File: src/rtl/t16_divider.sv
// Iterative restoring divider for the t16q execute stage: one quotient bit per clock,
// quotient/remainder and z/c/n/v flags registered when the operation completes.
module t16_divider #(
  parameter int WIDTH = 16
) (
  input  logic             clk,
  input  logic             rst,
  input  logic             start,
  input  logic             signed_op,
  input  logic [WIDTH-1:0] dividend,
  input  logic [WIDTH-1:0] divisor,
  output logic             busy,
  output logic             done,
  output logic [WIDTH-1:0] quotient,
  output logic [WIDTH-1:0] remainder,
  output logic             flag_z,
  output logic             flag_c,
  output logic             flag_n,
  output logic             flag_v,
  output logic [1:0]       dbg_state
);

  // Handshake: start is accepted on any rising edge where the block is in IDLE or
  // DONE; busy is high while it computes, and done is a one-cycle result-valid pulse.

  typedef enum logic [1:0] {IDLE, CALC, FIX, DONE} state_t;

  localparam int CW = $clog2(WIDTH) + 1;
  localparam logic [WIDTH-1:0] MIN_NEG = {1'b1, {(WIDTH-1){1'b0}}};
  localparam logic [WIDTH-1:0] ALL_ONES = {WIDTH{1'b1}};

  state_t           state;
  logic [CW-1:0]    count;
  logic [WIDTH-1:0] rem_w;
  logic [WIDTH-1:0] quo_w;
  logic [WIDTH-1:0] dvs_mag;
  logic [WIDTH-1:0] dvd_orig;
  logic             sign_q;
  logic             sign_r;
  logic             div_zero;
  logic             ovf;

  logic [WIDTH:0]   trial;
  logic [WIDTH-1:0] dvd_mag;
  logic [WIDTH-1:0] dvs_in_mag;
  logic [WIDTH-1:0] q_final;
  logic [WIDTH-1:0] r_final;

  assign dbg_state = state;

  always_comb begin
    dvd_mag    = (signed_op && dividend[WIDTH-1]) ? (~dividend + 1'b1) : dividend;
    dvs_in_mag = (signed_op && divisor[WIDTH-1])  ? (~divisor + 1'b1)  : divisor;
    // Shifted partial remainder needs one extra bit before the trial subtract.
    trial      = {rem_w, quo_w[WIDTH-1]} - {1'b0, dvs_mag};
    q_final    = sign_q ? (~quo_w + 1'b1) : quo_w;
    r_final    = sign_r ? (~rem_w + 1'b1) : rem_w;
    if (div_zero) begin
      q_final = ALL_ONES;
      r_final = dvd_orig;
    end else if (ovf) begin
      q_final = MIN_NEG;
      r_final = '0;
    end
  end

  always_ff @(posedge clk) begin
    if (rst) begin
      state     <= IDLE;
      count     <= '0;
      rem_w     <= '0;
      quo_w     <= '0;
      dvs_mag   <= '0;
      dvd_orig  <= '0;
      sign_q    <= 1'b0;
      sign_r    <= 1'b0;
      div_zero  <= 1'b0;
      ovf       <= 1'b0;
      busy      <= 1'b0;
      done      <= 1'b0;
      quotient  <= '0;
      remainder <= '0;
      flag_z    <= 1'b0;
      flag_c    <= 1'b0;
      flag_n    <= 1'b0;
      flag_v    <= 1'b0;
    end else begin
      case (state)
        IDLE, DONE: begin
          done <= 1'b0;
          if (start) begin
            quo_w    <= dvd_mag;
            rem_w    <= '0;
            dvs_mag  <= dvs_in_mag;
            dvd_orig <= dividend;
            sign_q   <= signed_op & (dividend[WIDTH-1] ^ divisor[WIDTH-1]);
            sign_r   <= signed_op & dividend[WIDTH-1];
            div_zero <= (divisor == '0);
            ovf      <= signed_op && (dividend == MIN_NEG) && (divisor == ALL_ONES);
            count    <= '0;
            busy     <= 1'b1;
            state    <= CALC;
          end else begin
            state <= IDLE;
          end
        end
        CALC: begin
          if (!trial[WIDTH]) begin
            rem_w <= trial[WIDTH-1:0];
            quo_w <= {quo_w[WIDTH-2:0], 1'b1};
          end else begin
            rem_w <= {rem_w[WIDTH-2:0], quo_w[WIDTH-1]};
            quo_w <= {quo_w[WIDTH-2:0], 1'b0};
          end
          count <= count + 1'b1;
          if (count == CW'(WIDTH - 1)) state <= FIX;
        end
        FIX: begin
          quotient  <= q_final;
          remainder <= r_final;
          flag_z    <= (q_final == '0);
          flag_c    <= div_zero;
          flag_n    <= q_final[WIDTH-1];
          flag_v    <= ovf & ~div_zero;
          busy      <= 1'b0;
          done      <= 1'b1;
          state     <= DONE;
        end
        default: state <= IDLE;
      endcase
    end
  end

endmodule

File: config.mk
export PLATFORM = sky130hd
export DESIGN_NAME = t16_divider
export DESIGN_NICKNAME = d
export VERILOG_FILES = /design/src/rtl/t16_divider.sv
export SDC_FILE = /design/constraint.sdc
export NUM_CORES = 1
export LEC_CHECK = 0
export ABC_AREA = 1
export CAP_MARGIN = 0
export CORE_UTILIZATION = 35
export CTS_CLUSTER_DIAMETER = 30
export DETAILED_ROUTE_END_ITERATION = 16
export SETUP_SLACK_MARGIN = 0.05
export SLEW_MARGIN = 40
export SYNTH_ARGS = -nofsm -noshare
export SYNTH_HDL_FRONTEND = slang
export SYNTH_SLANG_ARGS = --single-unit
File: constraint.sdc
create_clock -name clk -period 5.85 [get_ports clk]
set_input_delay 0.8775 -clock clk [delete_from_list [all_inputs] [get_ports clk]]
set_output_delay 0.8775 -clock clk [all_outputs]
set_load 0.05 [all_outputs]
==> results of run 1 <==
## critical path: cells and delay by family (launching register included)
kind / cells / cell delay (ns)
flip-flops: 1 / 0.35
AND/OR/NAND/NOR: 2 / 0.70
buffers and inverters: 3 / 0.87
AO/OA/AOI/OAI: 2 / 0.29
adder cells (fa/ha/maj): 1 / 0.61
## flip-flops by register name (all words and copies together), names as in the netlist
name / flops
div_zero: 1
quo_w: 16
done: 1
quotient: 16
dbg_state: 2
count: 5
busy: 1
sign_q: 1
flag_z: 1
rem_w: 16
sign_r: 1
flag_c: 1
remainder: 16
dvs_mag: 16
ovf: 1
dvd_orig: 16
flag_v: 1
## power groups by stage
stage | Combinational (mW) | Clock [mW] | Sequential, mW
after CTS | 1.64 | 0.650 | 1.09
after global routing | 1.85 | 0.686 | 1.12
after global placement | 1.63 | 0 | 1.11
after floorplan | 1.10 | 0 | 1.22
after detailed placement | 1.64 | 0 | 1.11
final | 1.65 | 0.633 | 1.10
## cell type report
type / instances / area, um^2 / share of cell area [%]
Inverter: 136 / 510 / 6.11
Clock inverter: 5 / 56.3 / 0.674
Tap cell: 265 / 332 / 3.97
Multi-Input combinational cell: 768 / 4190 / 50.1
Clock buffer: 11 / 243 / 2.91
Timing Repair Buffer: 80 / 783 / 9.38
Sequential cell: 112 / 2240 / 26.9
## metal layers
layer  routed length [um]  share of wire (%)  up-vias  track usage, %
li1                     -                  -     3613               -
met1                10300                 50     3150            29.1
met2                 8960                 43      183            30.4
met3                 1050                5.1       20            4.18
met4                  287                1.4        0            5.37
met5                    0                  0        -               0
## through the flow
stage          setup WS (ns)  hold WS [ns]  util [%]
2_1_floorplan           3.63         0.425         -
3_3_place_gp            2.82         0.453      40.7
3_5_place_dp            2.70         0.458      40.7
4_1_cts                 2.69         0.468      42.2
5_1_grt                 2.63         0.497      42.2
6_report                2.97         0.466      42.2
## cells in the final DEF, fill, tap and decap left out, drive strengths merged, types with 3 or more instances in the layout
cell type | Yosys | final
or2 | 3 | 3
clkdlybuf4s50 | 0 | 74
a22o | 5 | 5
xor2 | 10 | 10
nand4 | 7 | 7
nor2 | 79 | 79
a221oi | 5 | 5
ha | 26 | 26
o221a | 4 | 4
buf | 14 | 6
dfxtp | 112 | 112
xnor2 | 6 | 6
o31ai | 3 | 3
inv | 135 | 135
a31oi | 10 | 10
clkinv | 1 | 4
o21ai | 91 | 91
nand3b | 9 | 9
clkbuf | 31 | 11
nand3 | 101 | 101
o221ai | 4 | 4
nand2 | 249 | 249
a21oi | 122 | 122
nor3 | 15 | 15
o211ai | 5 | 5
## path summary, 6_finish.rpt
kind | to | slack (ns) | cells past startpoint
worst max-delay path | remainder[1] | 2.97 | 8
worst max register to register | remainder[1] | 2.97 | 8
worst min-delay path | dvd_orig[0] | 0.47 | 2
worst min register to register | dvd_orig[0] | 0.47 | 2
## kinds of logic after synthesis
kind of cell | after synthesis | synth area share [%]
adder cells (fa/ha/maj) | 27 | 4.83
flip-flops | 112 | 31.3
AND/OR/NAND/NOR | 466 | 30.6
XOR/XNOR | 16 | 1.96
buffers and inverters | 181 | 10.2
AO/OA/AOI/OAI | 259 | 21.0
==> impl_metrics.py, run 1 <==
metrics = {
    "setup_path": {
        "crit_path_frequent_cell": "inv_1",
        "crit_start": "dbg_state[0]",
        "crit_arrival_ns": 3.18,
        "cp_data_required_time_ns": 6.15,
        "path_cells": "inv_1, ha_1, inv_1, nor2_2, inv_1, a211oi_1, a221oi_1, nor2_1",
        "worst_setup_path_end_kind": "register",
        "reg2reg_from": "dbg_state[0]",
        "worstSetupPathType": "reg2reg",
        "cp_max_fo": 21,
        "cpMaxStageDelayCell": "ha_1",
        "slowest_delay_ns": 0.61,
        "cp-start-kind": "register",
    },
    "worst_hold_path": {
        "hp-class": "reg2reg",
        "hp-start": "dvd_orig[0]",
    },
    "power_and_ir_drop": {
        "p_leak_nw": 3.57,
        "swShare_pct": 46.8,
        "comb_power_share_pct": 48.9,
        "p_switching_mw": 1.58,
        "power_density_mw_per_mm2": 404,
        "p_int_mw": 1.80,
        "pwr-share-seq_pct": 32.4,
        "pwr-share-clk_pct": 18.7,
        "ir_drop_mv": 0.172,
        "power_mw": 3.38,
    },
    "flow_run": {
        "cap_violations": 0,
    },
    "timing": {
        "period_minus_slack_ns": 2.88,
        "finalMaxSlewViolations": 0,
        "fmax_mhz": 347,
        "skew_ns": 0.00547,
        "post-route-period-util_pct": 49.3,
        "slew_headroom_pct": 46.5,
        "hold_violations": 0,
        "setup_viol": 0,
        "final.setup.tns_ns": 0,
        "worst_pin_slew_ns": 0.801,
        "rsz0062_at_grt": "false",
    },
    "die": {
        "rows": 51,
        "ios": 76,
        "die_area_mm2": 0.0210,
        "die_x_um": 145,
        "core_mm2": 0.0198,
        "die_y_um": 145,
        "start_util_pct": 36.2,
    },
    "yosys": {
        "async_reset_ff_share_pct": 0,
        "synth-edff-count": 0,
        "synthTopCellsByCount": "nand2_1, inv_1, dfxtp_1",
        "synth_top_area_cell": "dfxtp_1",
        "yosysUniqueCellTypes": 52,
        "synthTopCellsByArea": "dfxtp_1, nand2_1, a21oi_1, inv_1, nand3_1",
        "synth_most_common_cell": "nand2_1",
        "yosysWarnings": 0,
        "syn_area_per_cell_um2": 6.75,
        "synthCells": 1061,
        "ys_ff_latch": 112,
        "synth_nets": 1124,
        "seq_area_frac_synth_pct": 31.3,
        "synth-main-ff-cell": "dfxtp_1",
        "yosys.area.top_type_share_pct": 31.3,
        "syn-cell-area_mm2": 0.00716,
    },
    "clocking": {
        "insertion_delay_ns": 0.36,
        "clockBufferDepth": 2,
        "cts-root-buf": "clkbuf_16",
        "post_cts_resized": 0,
        "postCtsSetupBuffers": 0,
        "cts_sinks": 112,
        "cts_made_buffers": 9,
        "postCtsHoldBufs": 0,
        "cts.clk_slew.worst_paths_ns": 0.07,
        "htreeDepth": 3,
        "cts_tree": "built",
    },
    "grt": {
        "track_usage_pct": 20.3,
        "overflow": 0,
        "first_global_vias": 6549,
        "antenna_found_initial": 0,
        "grt_max_degree": 63,
        "grt_pass1_wl_um": 34200,
    },
    "placement": {
        "dp_hpwl_um": 15600,
        "gp_congestion": 0.892,
        "placed_cells": 1361,
        "port_buffers": 75,
        "placed_area_mm2": 0.00805,
    },
    "finish": {
        "diodes": 0,
        "fillers": 2074,
        "area_growth_pct": 16.7,
        "finish.instance_area_mm2": 0.00835,
        "stdcell_count": 1377,
        "final_nets": 1170,
        "drive_gt1_share_pct": 8.45,
    },
    "routing": {
        "postRouteAntennaNets": 0,
        "drt_wl_total_um": 20600,
        "drc": 0,
        "wl_per_cell_um": 15.0,
        "routed_via_density": 5.06,
        "first_pass_iters": 5,
        "vias": 6966,
        "drt_iter0_drc": 555,
    },
    "run_status": {
        "status": "complete, no violations",
    },
}
(Power assumes the default switching activity.)
==> run 2: changes to the inputs <==
clock period = 2.6 ns   (was 5.85 ns; I/O delays follow)
==> run 2 against run 1 <==
Against the previous run: die area unchanged; hold slack got worse by 0.0068 ns; worst setup slack worse by 2.7 ns; sequential power up 120%; critical endpoint is now rem_w[3]; combinational power is 130% higher; cell area is 1.8% higher; non-clock buffer count grew 12; count of clock-buffer cells in the layout rose by 1; power is 130% higher; flip-flop and latch count unchanged; sequential share of layout area decreased by 0.50 points; register-to-register slack worse by 2.7 ns.
==> impl_metrics.py, run 2 (same netlist as run 1, synthesis figures left out) <==
metrics = {
    "power_and_ir_drop": {
        "pwr-share-clk_pct": 20.0,
        "p_int_mw": 4.24,
        "power_density_mw_per_mm2": 920,
        "p_leak_nw": 3.66,
        "comb_power_share_pct": 49.1,
        "swShare_pct": 45.8,
        "pwr-share-seq_pct": 30.9,
        "ir_drop_mv": 0.328,
        "p_switching_mw": 3.59,
    },
    "clocking": {
        "insertion_delay_ns": 0.36,
        "postCtsSetupBuffers": 0,
        "cts_made_buffers": 9,
        "cts_sinks": 112,
        "cts_tree": "built",
        "htreeDepth": 3,
        "cts.clk_slew.worst_paths_ns": 0.08,
        "postCtsHoldBufs": 0,
        "clockBufferDepth": 2,
        "cts-root-buf": "clkbuf_16",
    },
    "finish": {
        "area_growth_pct": 18.9,
        "drive_gt1_share_pct": 9.25,
        "final_cell_mix": "nand2_1, inv_1, dfxtp_1",
        "final_nets": 1182,
        "diodes": 0,
        "final_common_cell": "nand2_1",
        "fillers": 2073,
    },
    "timing": {
        "final.setup.tns_ns": 0,
        "setup_slack_ns": 0.240,
        "setup_viol": 0,
        "skew_ns": 0.00795,
        "rsz0062_at_grt": "false",
        "fmax_mhz": 424,
        "finalMaxSlewViolations": 0,
        "hold_violations": 0,
        "post-route-period-util_pct": 90.8,
        "slew_headroom_pct": 55.6,
        "period_minus_slack_ns": 2.36,
        "holdWs_ns": 0.459,
        "worst_pin_slew_ns": 0.667,
    },
    "run_status": {
        "status": "complete, no violations",
    },
    "grt": {
        "track_usage_pct": 20.2,
        "overflow": 0,
        "grt_pass1_wl_um": 33800,
        "first_global_vias": 6433,
        "grt_max_degree": 59,
        "antenna_found_initial": 0,
    },
    "setup_path": {
        "cp-start-kind": "register",
        "r2r_slack_ns": 0.24,
        "cp_data_required_time_ns": 2.82,
        "worstSetupPathType": "reg2reg",
        "crit_arrival_ns": 2.58,
        "crit_start": "quo_w[15]",
        "worst_setup_path_end_kind": "register",
        "r2r-end": "rem_w[3]",
        "reg2reg_from": "quo_w[15]",
        "setup.worst_path.end": "rem_w[3]",
        "cp_max_fo": 16,
        "reg2reg_depth": 13,
    },
    "flow_run": {
        "cap_violations": 0,
    },
    "routing": {
        "wl_per_cell_um": 15.0,
        "drt_wl_total_um": 20900,
        "postRouteAntennaNets": 0,
        "drc": 0,
        "vias": 7078,
        "routed_via_density": 5.10,
        "drt_iter0_drc": 495,
        "first_pass_iters": 5,
    },
    "die": {
        "core_mm2": 0.0198,
        "start_util_pct": 36.2,
        "die_y_um": 145,
        "die_x_um": 145,
        "rows": 51,
        "die_area_mm2": 0.0210,
        "ios": 76,
    },
    "placement": {
        "dp_hpwl_um": 16000,
        "dp_slack_ns": 0.155,
        "port_buffers": 75,
        "gp_congestion": 0.898,
    },
    "worst_hold_path": {
        "hp-class": "reg2reg",
    },
}
-- run 2: changes by cell type in the layout (fill, tap and decap cells not counted), sizes merged --
cell | before | now
buf | 6 | 18
bufinv | 1 | 2
clkbuf | 11 | 12
clkinv | 4 | 2
-- run 2: worst min path at each step --
stage | start | endpoint | slack, ns | cells after the start
finish | dvd_orig[0] | dvd_orig[0] | 0.46 | 2
detailed placement | dvd_orig[15] | dvd_orig[15] | 0.45 | 2
floorplan | dvd_orig[15] | dvd_orig[15] | 0.42 | 2
global route | dvd_orig[15] | dvd_orig[15] | 0.47 | 2
global placement | dvd_orig[15] | dvd_orig[15] | 0.44 | 2
CTS | dvd_orig[15] | dvd_orig[15] | 0.46 | 2
-- run 2: layout make-up --
cell class              count  area, um^2  share of cell area [%]
clock buffers              12         256                    3.01
clock inverters             4        76.3                   0.897
inverters                 136         510                    6.00
multi-input cells         768        4190                    49.3
flip-flops and latches    112        2240                    26.4
well taps                 265         332                    3.90
repair buffers             92         898                    10.6
-- run 2: what timing repair did --
action,4_1_cts,5_1_grt
endpoints found under the setup margin,0,6
resized for setup,0,1
hold endpoints to repair,0,0
-- run 2: critical path: stages, from the launching register on --
cell	delay, ns
dfxtp_1	0.35
inv_1	0.08
ha_1	0.22
fa_1	0.42
o21ai_2	0.25
nand2_2	0.09
nand2_4	0.08
nand2_2	0.09
nand2_2	0.10
nand2_2	0.09
nand2_8	0.20
nand2_1	0.08
nand3_1	0.08
a21oi_1	0.07
-- run 2: per-stage QoR --
step	instances	total power, mW	instance area, um^2	utilization, %
final	1389	7.83	8510	43.0
after floorplan	1061	5.21	7160	-
after CTS	1389	7.86	8500	43.0
after global placement	1373	6.26	8170	41.3
after global routing	1389	8.39	8510	43.0
after detailed placement	1373	6.27	8170	41.3
-- run 2: layer usage --
metal,GRT usage (%),vias to the layer above,wire [um]
met1,28.7,3262,10600
met5,0,-,0
met4,4.63,0,238
li1,-,3633,-
met3,3.58,12,965
met2,31.4,171,9120
-- run 2: power groups by stage --
stage	clock, mW	combinational, mW	sequential, mW
after global routing	1.67	4.25	2.48
after CTS	1.60	3.83	2.42
after global placement	0	3.80	2.46
after floorplan	0	2.48	2.73
final	1.57	3.84	2.42
after detailed placement	0	3.82	2.46
==> run 3: changes to the inputs <==
CTS_CLUSTER_SIZE = 24   (was not set)
==> results of run 3 <==
Same layout as run 2: the final DEF is identical, and so are final timing and power.
